### src/rtl/uart_arb_pkg.sv
// Shared types and constants for the UART transmit arbiter.
// The arbiter FSM has two states: IDLE (arbitrating) and LOCKED (one requester owns the link).
package uart_arb_pkg;
  typedef enum logic {
    IDLE   = 1'b0,
    LOCKED = 1'b1
  } arb_state_t;

  localparam int BYTE_W          = 8;
  localparam int TIMEOUT_DEFAULT = 1024;
endpackage

### src/rtl/rr_picker.sv
// Rotating-priority selector: returns the first asserted index at or after i_rr_ptr,
// wrapping modulo NREQ. o_idx is only meaningful while o_any_valid is high.
module rr_picker #(
  parameter int NREQ = 4,
  parameter int IW   = $clog2(NREQ)
) (
  input  logic [NREQ-1:0] i_valid,
  input  logic [IW-1:0]   i_rr_ptr,
  output logic [IW-1:0]   o_idx,
  output logic            o_any_valid
);
  logic [IW-1:0] w_cand;

  // Walk the offsets from farthest to nearest so the nearest valid index wins.
  always_comb begin
    o_idx  = '0;
    w_cand = '0;
    for (int off = NREQ - 1; off >= 0; off--) begin
      w_cand = IW'((int'(i_rr_ptr) + off) % NREQ);
      if (i_valid[w_cand]) o_idx = w_cand;
    end
  end

  assign o_any_valid = |i_valid;
endmodule

### src/rtl/uart_tx_arbiter.sv
// Round-robin arbiter that locks one requester's byte stream onto a UART transmit stream
// until that requester sends its last byte or stalls for too long.
module uart_tx_arbiter
  import uart_arb_pkg::*;
#(
  parameter int NREQ    = 4,
  parameter int TIMEOUT = TIMEOUT_DEFAULT
) (
  input  logic                   clk,
  input  logic                   rst,
  input  logic [NREQ*BYTE_W-1:0] req_tdata,
  input  logic [NREQ-1:0]        req_tvalid,
  input  logic [NREQ-1:0]        req_tlast,
  output logic [NREQ-1:0]        req_tready,
  output logic [BYTE_W-1:0]      tx_tdata,
  output logic                   tx_tvalid,
  input  logic                   tx_tready,
  output logic [NREQ-1:0]        grant,
  output logic                   busy,
  output logic                   timeout_err
);
  // Handshake: a byte moves on any cycle where valid and ready are both high at the
  // rising edge. Valid never waits on ready; ready may depend on valid.

  localparam int IW = $clog2(NREQ);
  localparam int SW = $clog2(TIMEOUT) + 1;
  localparam logic [SW-1:0] STALL_LIMIT = SW'(TIMEOUT - 1);
  localparam logic [IW-1:0] LAST_IDX    = IW'(NREQ - 1);

  arb_state_t          r_state, w_state_nxt;
  logic [NREQ-1:0]     r_grant, w_grant_nxt;
  logic [IW-1:0]       r_gidx, w_gidx_nxt;
  logic [IW-1:0]       r_rr_ptr, w_rr_ptr_nxt;
  logic [IW-1:0]       w_gidx_inc, w_pick_idx;
  logic [SW-1:0]       r_stall, w_stall_nxt, w_stall_inc;
  logic                r_timeout, w_timeout_nxt;
  logic [BYTE_W-1:0]   r_tx_data, w_g_data;
  logic                r_tx_valid;
  logic                w_g_valid, w_g_last;
  logic                w_out_ready, w_accept, w_any_valid;

  rr_picker #(
    .NREQ (NREQ),
    .IW   (IW)
  ) u_picker (
    .i_valid     (req_tvalid),
    .i_rr_ptr    (r_rr_ptr),
    .o_idx       (w_pick_idx),
    .o_any_valid (w_any_valid)
  );

  // Route the granted requester's lane.
  always_comb begin
    w_g_data  = '0;
    w_g_valid = 1'b0;
    w_g_last  = 1'b0;
    for (int i = 0; i < NREQ; i++) begin
      if (r_gidx == IW'(i)) begin
        w_g_data  = req_tdata[i*BYTE_W +: BYTE_W];
        w_g_valid = req_tvalid[i];
        w_g_last  = req_tlast[i];
      end
    end
  end

  // The output register can take a byte when empty or when it drains this cycle.
  assign w_out_ready = ~r_tx_valid | tx_tready;
  assign w_accept    = (r_state == LOCKED) & w_g_valid & w_out_ready;
  assign w_gidx_inc  = (r_gidx == LAST_IDX) ? '0 : r_gidx + 1'b1;
  assign w_stall_inc = r_stall + 1'b1;

  always_comb begin
    w_state_nxt   = r_state;
    w_grant_nxt   = r_grant;
    w_gidx_nxt    = r_gidx;
    w_rr_ptr_nxt  = r_rr_ptr;
    w_stall_nxt   = r_stall;
    w_timeout_nxt = 1'b0;
    unique case (r_state)
      IDLE: begin
        if (w_any_valid) begin
          w_state_nxt = LOCKED;
          w_gidx_nxt  = w_pick_idx;
          w_grant_nxt = NREQ'(1) << w_pick_idx;
          w_stall_nxt = '0;
        end
      end
      LOCKED: begin
        if (w_accept) begin
          w_stall_nxt = '0;
          if (w_g_last) begin
            w_state_nxt  = IDLE;
            w_grant_nxt  = '0;
            w_rr_ptr_nxt = w_gidx_inc;
          end
        end else if (w_stall_inc == STALL_LIMIT) begin
          // Forced release; whatever sits in the output register still drains.
          w_state_nxt   = IDLE;
          w_grant_nxt   = '0;
          w_rr_ptr_nxt  = w_gidx_inc;
          w_stall_nxt   = '0;
          w_timeout_nxt = 1'b1;
        end else begin
          w_stall_nxt = w_stall_inc;
        end
      end
      default: w_state_nxt = IDLE;
    endcase
  end

  always_ff @(posedge clk or posedge rst) begin
    if (rst) begin
      r_state   <= IDLE;
      r_grant   <= '0;
      r_gidx    <= '0;
      r_rr_ptr  <= '0;
      r_stall   <= '0;
      r_timeout <= 1'b0;
    end else begin
      r_state   <= w_state_nxt;
      r_grant   <= w_grant_nxt;
      r_gidx    <= w_gidx_nxt;
      r_rr_ptr  <= w_rr_ptr_nxt;
      r_stall   <= w_stall_nxt;
      r_timeout <= w_timeout_nxt;
    end
  end

  always_ff @(posedge clk or posedge rst) begin
    if (rst) begin
      r_tx_valid <= 1'b0;
      r_tx_data  <= '0;
    end else if (w_accept) begin
      r_tx_valid <= 1'b1;
      r_tx_data  <= w_g_data;
    end else if (tx_tready) begin
      r_tx_valid <= 1'b0;
    end
  end

  assign req_tready  = ((r_state == LOCKED) && w_out_ready) ? r_grant : '0;
  assign tx_tdata    = r_tx_data;
  assign tx_tvalid   = r_tx_valid;
  assign grant       = r_grant;
  assign busy        = (r_state == LOCKED);
  assign timeout_err = r_timeout;
endmodule

### config.mk
export PLATFORM = sky130hd
export DESIGN_NAME = uart_tx_arbiter
export DESIGN_NICKNAME = d
export VERILOG_FILES = /design/src/rtl/uart_arb_pkg.sv /design/src/rtl/rr_picker.sv /design/src/rtl/uart_tx_arbiter.sv
export SDC_FILE = /design/constraint.sdc
export NUM_CORES = 1
export LEC_CHECK = 0
export ABC_AREA = 1
export CAP_MARGIN = 25
export CORE_MARGIN = 2
export CORE_UTILIZATION = 51
export DETAILED_ROUTE_END_ITERATION = 8
export PLACE_DENSITY = 0.95
export SETUP_SLACK_MARGIN = 0.15
export SYNTH_ARGS = -nofsm -noshare
export SYNTH_HDL_FRONTEND = slang
export SYNTH_SLANG_ARGS = --single-unit
### constraint.sdc
create_clock -name clk -period 3.9 [get_ports clk]
set_clock_uncertainty 0.1 [all_clocks]
set_input_delay 1.17 -clock clk [delete_from_list [all_inputs] [get_ports clk]]
set_output_delay 1.17 -clock clk [all_outputs]
set_load 0.05 [all_outputs]
==> impl_metrics.py <==
metrics = {
    "outcome": {
        "result_of_the_run": "finished clean",
    },
    "floorplan": {
        "floorplan.initialDensity": 0.528,
        "boundaryPins": 62,
        "core_rows": 23,
        "design.core.area_mm2": 0.00397,
        "dieWidth_um": 68.1,
        "die_area_mm2": 0.00464,
        "floorplan.die.height_um": 68.1,
    },
    "worst_setup_path": {
        "setup.worst_path.start_class": "primary input",
        "worstSetupPathType": "in2out",
        "critical_path.max_fanout": 4,
        "worst-endpoint-required_ps": 2630,
        "worstPathArrival_ps": 2320,
        "critPathCaptureType": "output port",
    },
    "power_and_ir_drop": {
        "power_density_over_cell_area_mw_per_mm2": 657,
        "worst_ir_drop_vdd_v": 0.000372,
        "total_leakage_power_uw": 0.00131,
    },
    "timing": {
        "final-max-slew-violation-count": 0,
        "fin_crit_ps": 3590,
        "max_slew.worst_pin.slew_ps": 593,
        "hold_violation_total_from_the_final_report": 0,
        "finalSetupTns_ps": 0,
        "slew_headroom": 0.605,
        "fmax_ghz": 0.278,
        "rsz0062_at_grt": "false",
        "layout_worst_path_cycle_share": 0.921,
        "setup_failing_eps_final": 0,
    },
    "routing": {
        "postRouteAntennaNets": 0,
        "vias_per_cell": 5.37,
        "wire_per_inst_um": 12.7,
        "routed_wl_um": 5350,
        "firstDrtPassIters": 6,
        "drcViolationCount": 0,
        "initialDrtViolationCount": 192,
        "routed-via-count": 2265,
    },
    "clock_network": {
        "cts-htree-levels": 2,
        "clock-root-buffer": "sky130_fd_sc_hd__clkbuf_8",
        "cts_hold_repair.buffers": 0,
        "clk_pin_slew_ps": 60,
        "cts_sink_cnt": 30,
        "clk_latency_ps": 290,
        "cts_tree": "done",
        "cts-resized-gates": 0,
        "cts-buffers-inserted": 5,
        "post-cts-setup-buffers": 0,
        "cts_buffer_depth": 2,
    },
    "final_layout": {
        "finish.net_count": 420,
        "layout.cells.most_common": "sky130_fd_sc_hd__nand2_1",
        "fraction_of_layout_cells_with_a_size_suffix_above_1": 0.0780,
        "antennaDiodeCount": 0,
        "layout-area-overhead-vs-synth_pct": 37.0,
        "fillers": 282,
        "fin_cells": 422,
        "commonest_cells_after_routing_fill_and_taps_aside": "sky130_fd_sc_hd__nand2_1, sky130_fd_sc_hd__clkdlybuf4s50_1, sky130_fd_sc_hd__inv_1",
    },
    "grt": {
        "number_of_global_route_vias_before_repair": 2139,
        "grt_antenna_before_repair": 0,
        "largest_net_degree_at_the_start_of_global_routing": 31,
        "grtUsageTotal": 0.253,
        "grt-ovfl-total": 0,
        "first_pass_grt_wire_length_um": 8910,
    },
    "synth": {
        "synth.net_count": 358,
        "synth_seq_cells": 30,
        "ys_types": 30,
        "synth_cells": 309,
        "synth.yosys.warnings": 0,
        "mappedNetlistArea_mm2": 0.00210,
        "seq_area_frac_synth": 0.358,
        "syn_area_per_cell_um2": 6.78,
    },
    "placement": {
        "portBuffers": 61,
        "placedCellCount": 414,
        "hpwlAfterDp_um": 4060,
        "place.gp.congestion": 0.867,
    },
    "job": {
        "cap_violations": 0,
    },
    "hold_path": {
        "worstHoldPathType": "reg2reg",
    },
}
==> worst max-delay path, stage by stage <==
cell,delay [ps]
sky130_fd_sc_hd__clkdlybuf4s50_1,460
sky130_fd_sc_hd__inv_1,50
sky130_fd_sc_hd__a21oi_1,180
sky130_fd_sc_hd__inv_1,110
sky130_fd_sc_hd__nor2_1,180
sky130_fd_sc_hd__buf_12,160
==> state kept, by name, indices dropped and copies added, names as in the netlist <==
register,count
busy,1
grant,4
r_gidx,2
r_rr_ptr,2
r_stall,11
timeout_err,1
tx_tdata,8
tx_tvalid,1
==> synthesized netlist by cell type <==
master                     count  area (µm²)
sky130_fd_sc_hd__o21ai_1       2        10.0
sky130_fd_sc_hd__nand4_1       5        31.3
sky130_fd_sc_hd__a21oi_2       1        8.76
sky130_fd_sc_hd__nand3_2       5        50.1
sky130_fd_sc_hd__xor2_1        2        17.5
sky130_fd_sc_hd__or2_1         1        6.26
sky130_fd_sc_hd__o211ai_1      8        60.1
sky130_fd_sc_hd__nor3_1        2        10.0
sky130_fd_sc_hd__clkbuf_1      3        11.3
sky130_fd_sc_hd__nand2_1     104         390
sky130_fd_sc_hd__a21oi_1       4        20.0
sky130_fd_sc_hd__ha_1          6        75.1
sky130_fd_sc_hd__dfrtp_1      30         751
sky130_fd_sc_hd__or2_2         1        6.26
sky130_fd_sc_hd__and2_1        1        6.26
sky130_fd_sc_hd__o22ai_1       6        37.5
sky130_fd_sc_hd__o21ai_0      26         130
sky130_fd_sc_hd__nand3_1      17        85.1
sky130_fd_sc_hd__buf_4         1        7.51
sky130_fd_sc_hd__nor2_2        5        31.3
sky130_fd_sc_hd__nor2_1       23        86.3
sky130_fd_sc_hd__inv_1        37         139
sky130_fd_sc_hd__nand2_2       2        12.5
sky130_fd_sc_hd__xnor2_1       1        8.76
sky130_fd_sc_hd__inv_2         2        7.51
sky130_fd_sc_hd__a22oi_1       8        60.1
sky130_fd_sc_hd__buf_2         2        10.0
sky130_fd_sc_hd__a21o_1        1        7.51
sky130_fd_sc_hd__buf_6         1        11.3
sky130_fd_sc_hd__clkinv_1      2        7.51
==> path summary, 6_finish.rpt <==
check	to	start	slack [ps]	cells after the start
max reg2reg	r_rr_ptr[1]$_DFFE_PP0P_	r_gidx[0]$_DFFE_PP0P_	1410	9
max in group asynchronous	r_stall[0]$_DFFE_PP0P_	rst	2270	3
min	tx_tdata[6]$_DFFE_PP0P_	tx_tdata[6]$_DFFE_PP0P_	390	2
min in group asynchronous	tx_tdata[0]$_DFFE_PP0P_	rst	1150	3
max	req_tready[3]	tx_tready	310	6
min reg2reg	tx_tdata[6]$_DFFE_PP0P_	tx_tdata[6]$_DFFE_PP0P_	390	2
==> per-stage QoR <==
step | setup slack, ps | util | power (µW) | hold slack (ps) | cell area, µm²
floorplan | 557 | - | 1300 | 403 | 2100
global placement | 299 | 0.699 | 1570 | 369 | 2780
detailed placement | 301 | 0.699 | 1610 | 378 | 2780
CTS | 298 | 0.723 | 1890 | 392 | 2870
global route | 183 | 0.723 | 2020 | 420 | 2870
finish | 307 | 0.723 | 1890 | 391 | 2870
==> kinds of logic after synthesis <==
| group | count (synthesis) | share of synthesized area |
|---|---|---|
| buf+inv | 48 | 0.0925 |
| flops | 30 | 0.358 |
| compound gates | 56 | 0.159 |
| simple gates | 166 | 0.341 |
| fa+ha+maj | 6 | 0.0358 |
| xor+xnor | 3 | 0.0125 |
==> power by group <==
part | leakage [µW] | total [µW] | internal (µW) | switching, µW
clock | 0.0000472 | 264 | 142 | 122
sequential | 0.000392 | 512 | 407 | 106
combinational | 0.000868 | 1110 | 391 | 718
==> metal layers <==
metal | part of all wire | GRT usage | wire length, µm
met5 | 0 | 0 | 0
met1 | 0.40 | 0.296 | 2130
met3 | 0.075 | 0.0625 | 403
met4 | 0.017 | 0.0925 | 89
met2 | 0.51 | 0.445 | 2730
==> final cells by class <==
| type | count | area (µm²) | share of cell area |
|---|---|---|---|
| tap | 50 | 62.6 | 0.0218 |
| timing repair buffer | 62 | 658 | 0.229 |
| inverter | 41 | 154 | 0.0536 |
| multi-input combinational | 231 | 1150 | 0.401 |
| clock inverter | 2 | 12.5 | 0.00436 |
| clock buffer | 6 | 82.6 | 0.0288 |
| sequential | 30 | 751 | 0.261 |
Note: power is estimated with default switching activity, not from simulation.
